[config.mk]
export PLATFORM = sky130hd
export DESIGN_NAME = symbol_demux_loader
export DESIGN_NICKNAME = d
export VERILOG_FILES = /design/src/rtl/symbol_demux_loader_pkg.sv /design/src/rtl/symbol_demux_loader.sv
export SDC_FILE = /design/constraint.sdc
export NUM_CORES = 1
export LEC_CHECK = 0
export BUFFER_PORTS_ARGS = -buffer_cell sky130_fd_sc_hd__clkbuf_2
export CORE_AREA = 2 2 76 78
export CTS_CLUSTER_DIAMETER = 150
export DETAILED_ROUTE_END_ITERATION = 8
export DIE_AREA = 0 0 78 80
export PLACE_DENSITY_LB_ADDON = 0.1
export SLEW_MARGIN = 0
export SYNTH_ARGS = -nofsm -noshare
export SYNTH_HDL_FRONTEND = slang
export SYNTH_SLANG_ARGS = --single-unit
[constraint.sdc]
create_clock -name clk -period 1.9 [get_ports clk]
set_input_delay 0 -clock clk [delete_from_list [all_inputs] [get_ports clk]]
set_output_delay 0 -clock clk [all_outputs]
set_load 0.02 [all_outputs]
[src/rtl/symbol_demux_loader_pkg.sv]
// Shared definitions for the symbol demux loader: default symbol width, slot count
// and the loader state encoding.
package symbol_demux_loader_pkg;

    localparam int DEF_WIDTH = 5;
    localparam int NUM_SLOTS = 4;
    localparam int PTR_W     = 2;

    typedef enum logic {
        FILL    = 1'b0,
        PENDING = 1'b1
    } ld_state_t;

endpackage

[src/rtl/symbol_demux_loader.sv]
// Collects a stream of symbols into four shadow slots and publishes whole frames
// atomically on out0..out3; HOLD defers the publish while the frame waits in shadow.
module symbol_demux_loader
    import symbol_demux_loader_pkg::*;
#(
    parameter int               WIDTH     = DEF_WIDTH,
    parameter logic [WIDTH-1:0] RESET_VAL = '0,
    parameter int               CNT_W     = 8
) (
    input  logic             clk,
    input  logic             resetn,
    input  logic [WIDTH-1:0] in_data,
    input  logic             in_valid,
    input  logic             in_sync,
    output logic             in_ready,
    input  logic             hold,
    output logic [WIDTH-1:0] out0,
    output logic [WIDTH-1:0] out1,
    output logic [WIDTH-1:0] out2,
    output logic [WIDTH-1:0] out3,
    output logic             frame_done,
    output logic [CNT_W-1:0] frame_cnt
);

    ld_state_t        state, state_nxt;
    logic [PTR_W-1:0] wr_ptr;
    logic [PTR_W-1:0] idx;
    logic [WIDTH-1:0] shadow [NUM_SLOTS];

    logic accept;
    logic last_slot;
    logic commit_fill;
    logic commit_pend;
    logic commit;

    // Ready depends only on registered state, so there is no path from in_valid.
    assign in_ready = (state == FILL);
    assign accept   = in_valid & in_ready;
    assign idx      = in_sync ? '0 : wr_ptr;

    always_comb begin
        state_nxt   = state;
        last_slot   = accept && (idx == PTR_W'(NUM_SLOTS - 1));
        commit_fill = 1'b0;
        commit_pend = 1'b0;
        case (state)
            FILL: begin
                if (last_slot) begin
                    if (hold) state_nxt   = PENDING;
                    else      commit_fill = 1'b1;
                end
            end
            PENDING: begin
                if (!hold) begin
                    commit_pend = 1'b1;
                    state_nxt   = FILL;
                end
            end
            default: state_nxt = FILL;
        endcase
        commit = commit_fill | commit_pend;
    end

    always_ff @(posedge clk or negedge resetn) begin
        if (!resetn) begin
            state      <= FILL;
            wr_ptr     <= '0;
            out0       <= RESET_VAL;
            out1       <= RESET_VAL;
            out2       <= RESET_VAL;
            out3       <= RESET_VAL;
            frame_done <= 1'b0;
            frame_cnt  <= '0;
            for (int i = 0; i < NUM_SLOTS; i++) shadow[i] <= RESET_VAL;
        end else begin
            state      <= state_nxt;
            frame_done <= commit;
            if (commit) frame_cnt <= frame_cnt + 1'b1;

            // A sync symbol rewinds to slot0, which silently discards a partial frame.
            if (accept) begin
                shadow[idx] <= in_data;
                wr_ptr      <= idx + 1'b1;
            end

            // Streaming publish bypasses shadow[3] so there is no stall cycle.
            if (commit_fill) begin
                out0 <= shadow[0];
                out1 <= shadow[1];
                out2 <= shadow[2];
                out3 <= in_data;
            end else if (commit_pend) begin
                out0 <= shadow[0];
                out1 <= shadow[1];
                out2 <= shadow[2];
                out3 <= shadow[3];
            end
        end
    end

endmodule

# Yosys cells after proc, flatten, opt, wreduce, memory -nomap -nowiden
# Cells that the tools add are included.
[totals] register_bits=52 input_bits=10 out_inout_bits=30 word_cells=43
[op_classes] n_addsub=2 magnitude_cmp=2 eq_ne=1 muxes=19 bitwise=4 n_reduce_logical=3
[op_table] operator="$mux W5" n=9
[op_table] operator="$bwmux W20" n=1
[op_table] operator="$demux W5 S2" n=1
[op_table] operator="$add A8 B1 Y8 const B" n=1
[op_table] operator="$mux W1" n=6
[op_table] operator="$ge A3 B3 Y1 const B" n=1
[op_table] operator="$lt A3 B1 Y1 const B" n=1
[op_table] operator="$not A2 Y3" n=1
[op_table] operator="$add A2 B1 Y2 const B" n=1
[op_table] operator="$eq A2 B2 Y1 const B" n=1
[op_table] operator="$logic_and A1 B1 Y1" n=2
[op_table] operator="$mux W2" n=1
[op_table] operator="$pmux W1 S2" n=1
[op_table] operator="$reduce_bool A2 Y1" n=1
[op_table] operator="$and A1 B1 Y1" n=1
[op_table] operator="$not A1 Y1" n=1
[op_table] operator="$or A1 B1 Y1" n=1

# Longest topological paths before layout
[depth] word_depth=7 depth_mapped=8 mapped_depth_nobuf=6

# Worst setup path before layout
# Ideal clock, no wire load.
[synth_path] kind="reg2reg" startpoint="register wr_ptr[0]" endpoint="register out0[0]" setup_ns=0.125 arrival_time_ns=1.737 t_required_ns=1.775 slack_ns=0.038 stages_incl_launch_ff=9 path_buffers=2 period_less_slack_ns=1.862 cell_sequence="dfrtp_1 -> nor2b_1 -> ha_1 -> a21oi_4 -> or2_1 -> buf_6 -> inv_6 -> buf_8 -> mux2_4"
[synth_via] elab_chain_cells=6 elab_cells_between_ends=7 cone_classes="1 x eq/ne; 4 x mux; 2 x reduce/logical"
[synth_rtl] element="from (decl)" line="symbol_demux_loader.sv:26" text="logic [PTR_W-1:0] wr_ptr;"
[synth_rtl] element="from (signal assigned)" line="symbol_demux_loader.sv:83" text="wr_ptr <= idx + 1'b1;"
[synth_rtl] element="$mux W2 (*)" line="symbol_demux_loader.sv:39" text="assign idx = in_sync ? '0 : wr_ptr;"
[synth_rtl] element="$eq A2 B2 Y1 (*)" line="symbol_demux_loader.sv:43" text="last_slot = accept && (idx == PTR_W'(NUM_SLOTS - 1));"
[synth_rtl] element="$logic_and A1 B1 Y1 (*)" line="symbol_demux_loader.sv:43"
[synth_rtl] element="$mux W1 (*)" line="symbol_demux_loader.sv:48" text="if (last_slot) begin"
[synth_rtl] element="$mux W1 (*)" line="symbol_demux_loader.sv:46" text="case (state)"
[synth_rtl] element="$mux W5 or $reduce_bool A2 Y1 (tied branches)"
[synth_rtl] element="to (signal assigned)" line="symbol_demux_loader.sv:88" text="out0 <= shadow[0];"
[synth_rtl] element="to (signal assigned)" line="symbol_demux_loader.sv:93" text="out0 <= shadow[0];"
[synth_rtl] element="to (decl)" line="symbol_demux_loader.sv:17" text="output logic [WIDTH-1:0] out0,"
# Every way passes the cells marked *; elsewhere a longest branch is shown, timed or not.
# A chain may end at the register's enable or synchronous reset.

# Worst setup path after layout
[layout_path] startpoint="register wr_ptr[1]" endpoint="register out3[0]"
[layout_via] elab_chain_cells=6 elab_cells_between_ends=7 cone_classes="1 x eq/ne; 4 x mux; 2 x reduce/logical"
[layout_rtl] element="$mux W2 (*)" line="symbol_demux_loader.sv:39"
[layout_rtl] element="$eq A2 B2 Y1 (*)" line="symbol_demux_loader.sv:43"
[layout_rtl] element="$logic_and A1 B1 Y1 (*)" line="symbol_demux_loader.sv:43"
[layout_rtl] element="$mux W1 (*)" line="symbol_demux_loader.sv:48"
[layout_rtl] element="$mux W1 (*)" line="symbol_demux_loader.sv:46"
[layout_rtl] element="$mux W5 or $reduce_bool A2 Y1 (tied branches)"
[layout_rtl] element="to (signal assigned)" line="symbol_demux_loader.sv:91" text="out3 <= in_data;"
[layout_rtl] element="to (signal assigned)" line="symbol_demux_loader.sv:96" text="out3 <= shadow[3];"
[layout_rtl] element="to (decl)" line="symbol_demux_loader.sv:20" text="output logic [WIDTH-1:0] out3,"
# Marks and branches as above.

==> impl_metrics.csv <==
group,metric,value,unit
run_status,outcome,"complete, no violations",
logic_synthesis,syn_avg_cell_area,15.7,um^2
critical_path,path_cells,"nor2b_2, ha_1, nand3b_1, mux2_2, mux2_2",
layout,drive_above_1_share,51.1,%
layout,final_common_cell,"dfrtp_1",
timing,finalClockSkew,0.00530,ns
layout,final_cell_mix,"dfrtp_1, clkbuf_2, mux2_2",
drt,dr.first_iter.drc_count,31,
placed_design,dp_cells,248,
hold_path,hold_start,"in_data[3]",
power,ir_drop,0.602,mV
timing,setup_viol,0,
logic_synthesis,synth.ff_latch_count,52,
logic_synthesis,synth_edf_count,0,
critical_path,reg2reg_from,"wr_ptr[1]",
floorplanning,start_util,39.2,%
critical_path,critPathMostFrequentCell,"mux2_2",
floorplanning,fp.coreArea,0.00541,mm^2
critical_path,crit_buf_inv,0,
drt,antenna_left,0,
placed_design,globalplace.congestion,0.810,
critical_path,crit_fanout,6,
critical_path,reg2reg_to,"out3[0]",
drt,wirelength,3.68,mm
layout,multi_input_area,773,um^2
drt,num_vias,1220,
layout,diodes,0,
layout,fillers,517,
logic_synthesis,synthesis.area,0.00212,mm^2
timing,drv_slew,0,
critical_path,cp_top_family,"multiplexers",
critical_path,ff2ff_setup_slack,0.10,ns
cts,clockBufferDepth,2,
placed_design,dp_hpwl,2.67,mm
hold_path,holdPathEnd,"shadow[13]",
timing,timing.hold.ws,0.00862,ns
floorplanning,io_pins,40,
cts,cts_sinks,52,
power,p_leak,1.25,nW
critical_path,cpPeakStageDelay,0.38,ns
global_route,grt_max_degree,34,
hold_path,whs_path_depth,2,
drt,wl_per_cell,14.0,um
logic_synthesis,ys_warn_count,0,
hold_path,min_path_type,"in -> reg",
critical_path,critPathKind,"reg -> reg",
critical_path,worstPathArrival,1.99,ns
cts,cts_buffers,5,
critical_path,critPathRequiredTime,2.09,ns
global_route,grt_pass1_vias,1235,
timing,slew_headroom,64.1,%
power,power_density,1420,mW/mm^2
logic_synthesis,yosysUniqueCellTypes,23,
timing,tns,0,ns
timing,hold_viol_final,0,
critical_path,r2r_cells,5,
floorplanning,die-area,0.00624,mm^2
timing,rsz0062_at_grt,"no",
cts,cts_tree,"done",
timing,tightest_slew,0.538,ns
logic_synthesis,synth_cells,135,
floorplanning,die_height,80,um
global_route,grt_first_pass_wirelength,6.02,mm
logic_synthesis,syn_nets,150,
floorplanning,die_w,78,um
layout,fin_nets,204,
timing,post-route-period-util,94.7,%
logic_synthesis,synth_top_flop_cell,"dfrtp_1",
critical_path,cp_slowest_cell,"dfrtp_1",
layout,final-seq-area,0.00130,mm^2
drt,drc_errors,0,
layout,syn2layout_area_growth,21.3,%
cts,cts.reportedPaths.clkPinSlew,0.09,ns
timing,max_freq,556,MHz
global_route,antenna_found_initial,0,
cts,h-tree-depth,2,
layout,fin_area,0.00257,mm^2
drt,viasPerCell,4.66,
global_route,grt_overflow,0,
floorplanning,rows,27,
placed_design,pre_cts_slack,0.0487,ns
drt,drt_pre_antenna_iters,4,
timing,finalCriticalPeriod,1.80,ns
cts,clk_latency,0.30,ns
logic_synthesis,async_flop_share,100,%
critical_path,startpoint_type,"flop",
timing,setup_ws,0.100,ns
layout,fin_cells,262,
global_route,track_usage,12.8,%
placed_design,port_buffers,39,
critical_path,endpoint_kind,"flop",
cts,root_buffer,"clkbuf_8",
flow_run,maxCapViolations,0,
placed_design,dpl_cell_area,0.00242,mm^2
logic_synthesis,synth-seq-area-share,61.4,%
-- layout make-up --
type / count / share of cell area (%)
Sequential cell: 52 / 50.6
Multi-Input combinational cell: 77 / 30.1
Timing Repair Buffer: 49 / 11.4
Tap cell: 72 / 3.51
Clock buffer: 6 / 3.21
Inverter: 4 / 0.779
Clock inverter: 2 / 0.389
-- routing by layer --
layer | track usage [%] | part of all wire (%) | up-vias
li1 | - | - | 577
met1 | 16.3 | 49 | 611
met2 | 20.3 | 46 | 30
met3 | 4.19 | 4.5 | 2
met4 | 5.26 | 0.41 | 0
met5 | 0 | 0 | -
-- through the flow --
stage	utilization, %	power [mW]
after floorplan	-	2.62
after global placement	44.8	3.02
after detailed placement	44.8	3.05
after CTS	47.2	3.71
after global routing	47.5	3.89
final	47.5	3.65
-- where the power goes --
| group | switching, mW | internal (mW) | leakage, nW |
|---|---|---|---|
| logic | 0.626 | 0.606 | 0.557 |
| registers | 0.241 | 1.55 | 0.645 |
| clock network | 0.342 | 0.291 | 0.0510 |
| total | 1.21 | 2.44 | 1.25 |
-- cell families (layout without fill, tap and decap cells) --
logic type                 Yosys count  count (layout)  synth area share (%)
muxes                               41              41                  23.2
DFF                                 52              52                  61.4
AOI/OAI and AO/OA                    4               4                  1.83
xor gates and xnor gates             7               7                  2.89
buffers and inverters                6              61                  2.19
and+or+nand+nor                     20              20                  5.49
adders and majority gates            5               5                  2.95
-- sequential cells by signal (all words and copies together), names as in the netlist --
| register | flops |
|---|---|
| frame_done | 1 |
| shadow | 20 |
| out0 | 5 |
| frame_cnt | 8 |
| out2 | 5 |
| state | 1 |
| out1 | 5 |
| wr_ptr | 2 |
| out3 | 5 |
-- Yosys cell counts, types with 2 or more instances --
library cell	n	share of area, %
dfrtp_1	52	61
nand3b_1	2	0.71
ha_1	5	3.0
inv_1	3	0.53
mux2_4	8	5.7
nor2_1	2	0.35
nor3_1	2	0.47
nand2_1	4	0.71
o22a_1	2	0.83
nor2b_1	4	1.2
nor4b_1	2	0.83
xor2_1	6	2.5
mux2_2	33	18
-- repair_timing --
action / CTS / global route
endpoints found under the setup margin: 0 / 16
hold buffers: 4 / 0
setup buffers: 0 / 2
endpoints found under the hold margin: 27 / 0
resized for setup: 0 / 2
-- worst max-delay path by stage --
stage | start | to | slack, ns | cells after the start
3_5_place_dp | wr_ptr[1] | out0[4] | 0.05 | 6
2_1_floorplan | wr_ptr[0] | out0[0] | 0.04 | 8
5_1_grt | wr_ptr[1] | out3[0] | 0.005 | 5
4_1_cts | wr_ptr[1] | out0[4] | 0.03 | 6
6_report | wr_ptr[1] | out3[0] | 0.10 | 5
3_3_place_gp | wr_ptr[1] | frame_cnt[1] | 0.11 | 6
Note: power is estimated with default switching activity, not from simulation.
